$ cat src/rtl/trace_buffer.sv
// trace_buffer: commit-trace capture buffer for post-mortem debug of the core.
//
// Records one snapshot per committed instruction into a circular buffer.
// While ARMED it keeps the most recent Depth records as pre-trigger history.
// A PC match fires the trigger, and PostTrigger further commits are captured
// in POST. The buffer then freezes in DONE and drains oldest-first over a
// valid/ready port. After the last record is read it returns to IDLE.
//
// Ports:
//   clk, rst                      clock (rising edge), async active-high reset
//   arm, disarm                   start capture (IDLE only) / abort to IDLE
//   trigger_enable, trigger_pc    PC-match trigger control
//   commit_valid, pc, instr, write_back, alu_result, reg_write, memory_write
//                                 commit record input
//   rd_valid, rd_ready, rd_*      readout handshake and record fields
//   state                         00 IDLE, 01 ARMED, 10 POST, 11 DONE
//   count                         valid entries held (0..Depth)
//   triggered, overflow           sticky status, cleared on arm
module trace_buffer #(
  parameter int RegBits     = 32,
  parameter int Depth       = 16,
  parameter int PostTrigger = 8
) (
  input  logic                   clk,
  input  logic                   rst,
  input  logic                   arm,
  input  logic                   disarm,
  input  logic                   trigger_enable,
  input  logic [RegBits-1:0]     trigger_pc,
  input  logic                   commit_valid,
  input  logic [RegBits-1:0]     pc,
  input  logic [RegBits-1:0]     instr,
  input  logic [RegBits-1:0]     write_back,
  input  logic [RegBits-1:0]     alu_result,
  input  logic                   reg_write,
  input  logic                   memory_write,
  output logic                   rd_valid,
  input  logic                   rd_ready,
  output logic [RegBits-1:0]     rd_pc,
  output logic [RegBits-1:0]     rd_instr,
  output logic [RegBits-1:0]     rd_write_back,
  output logic [RegBits-1:0]     rd_alu_result,
  output logic                   rd_reg_write,
  output logic                   rd_memory_write,
  output logic [1:0]             state,
  output logic [$clog2(Depth):0] count,
  output logic                   triggered,
  output logic                   overflow
);

  localparam int PtrW = $clog2(Depth);
  localparam int CntW = PtrW + 1;
  localparam int RecW = 4 * RegBits + 2;
  localparam logic [CntW-1:0] Full     = CntW'(Depth);
  localparam logic [PtrW-1:0] PostInit = PtrW'(PostTrigger);

  typedef enum logic [1:0] {
    S_IDLE  = 2'b00,
    S_ARMED = 2'b01,
    S_POST  = 2'b10,
    S_DONE  = 2'b11
  } state_t;

  state_t          state_reg, state_next;
  logic [PtrW-1:0] wr_ptr_reg, wr_ptr_next;
  logic [PtrW-1:0] rd_ptr_reg, rd_ptr_next;
  logic [PtrW-1:0] post_cnt_reg, post_cnt_next;
  logic [CntW-1:0] count_reg, count_next;
  logic            triggered_reg, triggered_next;
  logic            overflow_reg, overflow_next;
  logic            wr_en;
  logic [RecW-1:0] wr_rec;
  logic [RecW-1:0] rd_rec;

  // Record storage; contents are deliberately not reset.
  logic [RecW-1:0] mem [Depth];

  assign wr_rec = {pc, instr, write_back, alu_result, reg_write, memory_write};

  always_ff @(posedge clk) begin
    if (wr_en) begin
      mem[wr_ptr_reg] <= wr_rec;
    end
  end

  assign rd_rec   = mem[rd_ptr_reg];
  assign rd_valid = (state_reg == S_DONE) && (count_reg != '0);

  // Fields are forced to zero whenever no record is presented.
  assign rd_pc           = rd_valid ? rd_rec[RecW-1 -: RegBits]             : '0;
  assign rd_instr        = rd_valid ? rd_rec[3*RegBits+1 -: RegBits]       : '0;
  assign rd_write_back   = rd_valid ? rd_rec[2*RegBits+1 -: RegBits]       : '0;
  assign rd_alu_result   = rd_valid ? rd_rec[RegBits+1 -: RegBits]         : '0;
  assign rd_reg_write    = rd_valid ? rd_rec[1]                            : 1'b0;
  assign rd_memory_write = rd_valid ? rd_rec[0]                            : 1'b0;

  assign state     = state_reg;
  assign count     = count_reg;
  assign triggered = triggered_reg;
  assign overflow  = overflow_reg;

  always_comb begin
    state_next     = state_reg;
    wr_ptr_next    = wr_ptr_reg;
    rd_ptr_next    = rd_ptr_reg;
    post_cnt_next  = post_cnt_reg;
    count_next     = count_reg;
    triggered_next = triggered_reg;
    overflow_next  = overflow_reg;
    wr_en          = 1'b0;

    if (disarm) begin
      state_next = S_IDLE;
      count_next = '0;
    end else begin
      case (state_reg)
        S_IDLE: begin
          if (arm) begin
            state_next     = S_ARMED;
            wr_ptr_next    = '0;
            count_next     = '0;
            triggered_next = 1'b0;
            overflow_next  = 1'b0;
          end
        end

        S_ARMED, S_POST: begin
          if (commit_valid) begin
            wr_en       = 1'b1;
            wr_ptr_next = wr_ptr_reg + 1'b1;
            // A full buffer keeps its count; the write replaces the oldest.
            if (count_reg == Full) begin
              overflow_next = 1'b1;
            end else begin
              count_next = count_reg + 1'b1;
            end

            if (state_reg == S_ARMED) begin
              if (trigger_enable && (pc == trigger_pc)) begin
                triggered_next = 1'b1;
                if (PostTrigger == 0) begin
                  state_next = S_DONE;
                end else begin
                  state_next    = S_POST;
                  post_cnt_next = PostInit;
                end
              end
            end else begin
              post_cnt_next = post_cnt_reg - 1'b1;
              if (post_cnt_reg == PtrW'(1)) begin
                state_next = S_DONE;
              end
            end

            // Oldest entry, computed from the post-write pointer and count.
            // When full, the low count bits are zero and oldest == wr_ptr.
            if (state_next == S_DONE) begin
              rd_ptr_next = wr_ptr_next - count_next[PtrW-1:0];
            end
          end
        end

        S_DONE: begin
          if (rd_valid && rd_ready) begin
            rd_ptr_next = rd_ptr_reg + 1'b1;
            count_next  = count_reg - 1'b1;
            if (count_reg == CntW'(1)) begin
              state_next = S_IDLE;
            end
          end
        end

        default: state_next = S_IDLE;
      endcase
    end
  end

  always_ff @(posedge clk or posedge rst) begin
    if (rst) begin
      state_reg     <= S_IDLE;
      wr_ptr_reg    <= '0;
      rd_ptr_reg    <= '0;
      post_cnt_reg  <= '0;
      count_reg     <= '0;
      triggered_reg <= 1'b0;
      overflow_reg  <= 1'b0;
    end else begin
      state_reg     <= state_next;
      wr_ptr_reg    <= wr_ptr_next;
      rd_ptr_reg    <= rd_ptr_next;
      post_cnt_reg  <= post_cnt_next;
      count_reg     <= count_next;
      triggered_reg <= triggered_next;
      overflow_reg  <= overflow_next;
    end
  end

endmodule

$ cat config.mk
export PLATFORM = sky130hd
export DESIGN_NAME = trace_buffer
export DESIGN_NICKNAME = d
export VERILOG_FILES = /design/src/rtl/trace_buffer.sv
export SDC_FILE = /design/constraint.sdc
export NUM_CORES = 2
export LEC_CHECK = 0
export ABC_CLOCK_PERIOD_IN_PS = 8650
export BUFFER_PORTS_ARGS = -buffer_cell sky130_fd_sc_hd__buf_2
export CORE_ASPECT_RATIO = 0.6
export CORE_UTILIZATION = 40
export CTS_CLUSTER_DIAMETER = 50
export DETAILED_ROUTE_END_ITERATION = 12
export GPL_ROUTABILITY_DRIVEN = 0
export MAX_ROUTING_LAYER = met4
export PLACE_DENSITY = 0.63
export SKIP_LAST_GASP = 1
export SLEW_MARGIN = 0
export SYNTH_ARGS = -nofsm -noshare
export SYNTH_HDL_FRONTEND = slang
export SYNTH_SLANG_ARGS = --single-unit
export TNS_END_PERCENT = 10
$ cat constraint.sdc
create_clock -name clk -period 8.65 [get_ports clk]
set_clock_uncertainty 0.05 [all_clocks]
set_input_delay 0 -clock clk [delete_from_list [all_inputs] [get_ports clk]]
set_output_delay 0 -clock clk [all_outputs]
set_load 0.03 [all_outputs]
# [Word level (Yosys, flattened, before mapping)]
# Memory sizes are Yosys's and may differ from the RTL's.
# Cells that the tools add are included.
[op_classes] n_eq_ne=21 addsub=6 reduce_logical=16 muxes=49 bitwise=1
[ops] operator="two-way mux 32 bit" count=4
[ops] operator="two-way mux 5 bit" count=8
[ops] operator="equality test 32 bit" count=1
[ops] operator="two-way mux 4 bit" count=7
[ops] operator="two-way mux 2 bit" count=11
[ops] operator="one-hot mux 4 bit (2 select lines)" count=2
[ops] operator="AND reduction 4 bit" count=4
[ops] operator="one-hot mux 5 bit (3 select lines)" count=1
[ops] operator="two-way mux 1 bit" count=13
[ops] operator="!= test 2 bit, second input constant" count=6
[ops] operator="AND reduction 5 bit" count=2
[ops] operator="!= test 3 bit, second input constant" count=3
[ops] operator="adder 4 x 1 -> 4 bit, second input constant" count=2
[ops] operator="equality test 2 bit, second input constant" count=3
[ops] operator="!= test 3 x 2 -> 1 bit, second input constant" count=2
[ops] operator="one-hot mux 2 bit (3 select lines)" count=1
[ops] operator="AND reduction 6 bit" count=1
[ops] operator="adder 5 x 1 -> 5 bit, second input constant" count=1
[ops] operator="equality test 5 x 1 -> 1 bit, second input constant" count=1
[ops] operator="equality test 5 bit, second input constant" count=1
[ops] operator="nonzero test 5 bit" count=1
[ops] operator="subtractor 5 x 1 -> 5 bit, second input constant" count=1
[ops] operator="equality test 4 x 1 -> 1 bit, second input constant" count=1
[ops] operator="!= test 2 x 1 -> 1 bit, second input constant" count=2
[ops] operator="10 further kinds" count=14
[totals] register_bits=21 mem_bits_rw=2080 n_memories=1 word_cells=102 input_bits=169
[mem_list] memory="mem" words=16 word_bits=130 rd=1 rd_clocked_by_memory_dff=0 write_ports=1 line="76" source="logic [RecW-1:0] mem [Depth];"

# [Logic depth before layout (Yosys ltp)]
[logic_depth] depth_word=11 ltp_mapped=12

# [Worst setup path after synthesis]
# OpenSTA, ideal clock, no wires.
[synth_path] path_kind="reg2reg" from="reg state_reg[1] (netlist: state[1])" to="mem mem[0][0] in the netlist's numbering (enable)" stages_incl_launch_ff=7 n_path_buf=0 setup_slack_ns=3.177 required_ns=8.096 arrival_ns=4.918 cell_sequence="dfrtp_1 inv_1 ha_1 clkinv_1 or3_1 nor3_1 and2_1"
[synth_between] elab_chain_cells=6 elab_cells_between_ends=7
[synth_lines] element="start, declared" line="64" source="state_t state_reg, state_next;"
[synth_lines] element="start signal, assigned" line="188" source="state_reg <= state_next;"
[synth_lines] element="equality test 2 x 1 -> 1 bit / equality test 2 bit (equally long branches)" line="116" source="case (state_reg)"
[synth_lines] element="OR reduction 2 bit *" line="116"
[synth_lines] element="two-way mux 1 bit *" line="116"
[synth_lines] element="two-way mux 1 bit *" line="112" source="if (disarm) begin"
[synth_lines] element="two-way mux 1 bit *" line="81" source="if (wr_en) begin"
[synth_lines] element="two-way mux 1 bit (not written as such) *" line="82" source="mem[wr_ptr_reg] <= wr_rec;"
[synth_lines] element="end, declared" line="76"
# Every way passes the cells marked *; elsewhere a longest branch is shown, timed or not.

# [Worst setup path in the final report]
[layout_path] from="reg state_reg[1] (netlist: state[1])" to="mem mem[13][104] in the netlist's numbering (enable)"
# The elaborated chain is that of the path after synthesis.

==> flow_metrics.py <==
metrics = {
    "yosys": {
        "synth_edf_count": 2080,
        "ys_warn_count": 0,
        "syn_area_per_cell_um2": 24.6,
        "netlist_instances": 3289,
        "ys_ff_latch": 2101,
        "synth_area_leaders": "edfxtp_1 (77%), mux4_2 (18%), and2_1 (1.2%)",
        "yosys.area.top_type": "edfxtp_1",
        "yosysTopAreaCellShare_pct": 77.2,
        "yosysSeqAreaShare_pct": 77.8,
        "syn_area_um2": 80900,
        "yosysUniqueCellTypes": 50,
        "synth_flop_cell": "edfxtp_1",
        "synth-async-reset-ratio_pct": 1.00,
        "synth_nets": 3478,
    },
    "timing": {
        "finalMaxSlewViolations": 0,
        "tightest_slew_ns": 1.11,
        "fin_ws_ns": 4.02,
        "period_needed_ns": 4.63,
        "fmax_ghz": 0.216,
        "whs_ns": 0.0664,
        "hold_viol": 0,
        "rsz0062_at_grt": "no",
        "relSlewSlack_pct": 26.2,
        "setup_viol": 0,
        "setup-tns-final_ns": 0,
        "period_share_pct": 53.6,
    },
    "hold_path": {
        "hold_class": "in -> reg",
        "whs_endpoint": "mem[10][24]",
        "holdPathStages": 2,
        "hold_start": "alu_result[22]",
    },
    "power_and_ir_drop": {
        "peakVddDrop_v": 0.000211,
        "leakage_uw": 0.0293,
        "p_total_uw": 25100,
        "power_density_nw_per_um2": 269,
    },
    "final_layout": {
        "nets": 4021,
        "synthToLayoutAreaGrowth_pct": 15.2,
        "largest_reg_flops": 2080,
        "utilization_pct": 46.5,
        "final_layout_size_suffix_gt1_share_pct": 32.7,
    },
    "cts": {
        "clk_pin_slew_ns": 0.07,
        "htreeDepth": 4,
        "cts_tree": "yes",
        "clockBufferDepth": 4,
        "cts-root-buf": "clkbuf_16",
        "clock-sinks": 2101,
        "numCtsBuffers": 194,
        "post_cts_buffers": 0,
        "insertion_delay_ns": 0.82,
    },
    "routing": {
        "drt_iter0_markers": 3742,
        "finalWirelength_um": 189000,
        "via_per_inst": 5.48,
        "drcViolationCount": 0,
        "dr.pass1.iters": 5,
        "vias": 36700,
        "ant_nets": 0,
        "routedWlPerCell_um": 28.2,
    },
    "place": {
        "hpwl_um": 98800,
        "portBuffers": 308,
        "dp_slack_ns": 3.98,
    },
    "setup_path": {
        "reg2reg_slack_ns": 4.02,
        "crit_type": "reg -> reg",
        "cp-start-kind": "flop",
        "worstPathMaxFanout": 45,
        "r2r_start": "state[1]",
        "r2r_end": "mem[13][104]",
        "reg2regPathDepth": 8,
        "required_ns": 9.05,
        "cp.arrival_ns": 5.03,
        "critPathCaptureType": "flop",
        "crit_start": "state[1]",
    },
    "global_routing": {
        "grt_use_met1_pct": 27.6,
        "busiest_layer": "met2",
        "grt_remaining_overflow": 0,
        "use_met3_pct": 3.20,
        "grt_pass1_vias": 37900,
        "grt_pass1_wl_um": 275000,
        "antenna_found_initial": 24,
        "met2_usage_pct": 29.1,
        "grt_usage_pct": 19.1,
        "grt_max_degree": 131,
    },
    "die": {
        "die_h_um": 350,
        "start_util_pct": 40.4,
        "dieArea_um2": 204000,
        "die_x_um": 583,
        "fp.coreArea_um2": 200000,
        "io_pins": 309,
        "rows": 127,
    },
    "job": {
        "maxCapViolations": 0,
    },
    "outcome": {
        "status": "finished clean",
    },
}
[report_power, final]
group	total [uW]	leakage (uW)	switching, uW	internal [uW]
Sequential	11500	0.0190	236	11300
Combinational	5270	0.00736	2550	2710
Clock	8310	0.00295	3700	4620
Total	25100	0.0293	6480	18600
[cells by family after synthesis]
logic type,synth area share (%)
AO/OA/AOI/OAI,0.458
buffers and inverters,1.21
flip-flops,77.8
adder cells (fa/ha/maj),0.318
AND/OR/NAND/NOR,1.64
XOR/XNOR,0.444
multiplexers,18.1
[final cells by class]
class	instances	area (um^2)
multi-input cells	997	17000
flip-flops and latches	2101	63000
clock buffers	238	5140
fillers	16300	107000
repair buffers	516	3670
well taps	2709	3390
clock inverters	103	901
inverters	22	82.6
diodes	18	45.0
[worst max-delay path, cell delays in order, from the launching register on]
cell and delay [ns]:
dfrtp_1 0.45, inv_1 0.12, ha_1 0.56, clkinv_1 0.34
nor3_1 0.46, and3_1 0.29, and2_4 0.79, buf_4 0.55
buf_4 0.56
[worst max path at each step]
| stage | end | slack [ns] | cells after the start |
|---|---|---|---|
| finish | mem[13][104] | 4.02 | 8 |
| global route | mem[12][99] | 3.65 | 8 |
| CTS | mem[12][114] | 3.97 | 8 |
| detailed placement | mem[12][121] | 3.98 | 8 |
| global placement | mem[13][101] | 4.11 | 8 |
| floorplan | mem[0][0] | 3.18 | 6 |
[stage by stage]
step | cell area [um^2] | std cells
finish | 93300 | 6704
global route | 93200 | 6698
CTS | 93200 | 6686
detailed placement | 85600 | 6188
global placement | 85600 | 6188
floorplan | 80900 | 3289
[placed cells by master (no fill, tap or decap), types with 3 or more instances in the layout]
master / n
dlygate4sd3_1: 157
nor3_1: 9
nand4_1: 11
and2_4: 17
and3_1: 7
o21ai_0: 17
bufinv_16: 13
clkbuf_1: 38
nor2_1: 8
clkinv_1: 37
nand2_1: 12
clkbuf_16: 199
clkinv_2: 31
clkinv_4: 6
and2_1: 132
mux4_2: 650
nand2b_1: 7
clkinvlp_4: 7
buf_2: 308
a21o_1: 3
buf_4: 37
inv_1: 21
diode_2: 18
ha_1: 19
dfrtp_1: 17
xnor2_1: 37
dfrtp_4: 4
o21ai_1: 3
inv_6: 5
xor2_1: 4
edfxtp_1: 2080
a21oi_1: 15
a31oi_1: 4
nand3_1: 12
buf_12: 14
[Yosys cell counts (all sizes together), types with 2 or more instances]
library cell,number
a21o,3
a21oi,15
a31oi,4
and2,149
and3,7
buf,81
clkbuf,88
dfrtp,21
edfxtp,2080
ha,19
inv,21
mux2i,2
mux4,650
nand2,12
nand2b,7
nand3,12
nand4,11
nand4b,2
nor2,8
nor3,9
o21a,2
o21ai,20
o22ai,2
o311ai,3
o32ai,2
xnor2,37
xor2,4
[per-layer routing]
metal / wire length (um) / up-vias
met1: 85100 / 20000
met5: 0 / -
met3: 11700 / 231
li1: - / 15200
met4: 2860 / 0
met2: 89500 / 1212
[repair_timing]
item / CTS / global route
endpoints found under the hold margin: 2122 / 0
hold buffers: 157 / 0
resized for setup: 0 / 0
No activity file was read; power rests on OpenSTA's default activity.
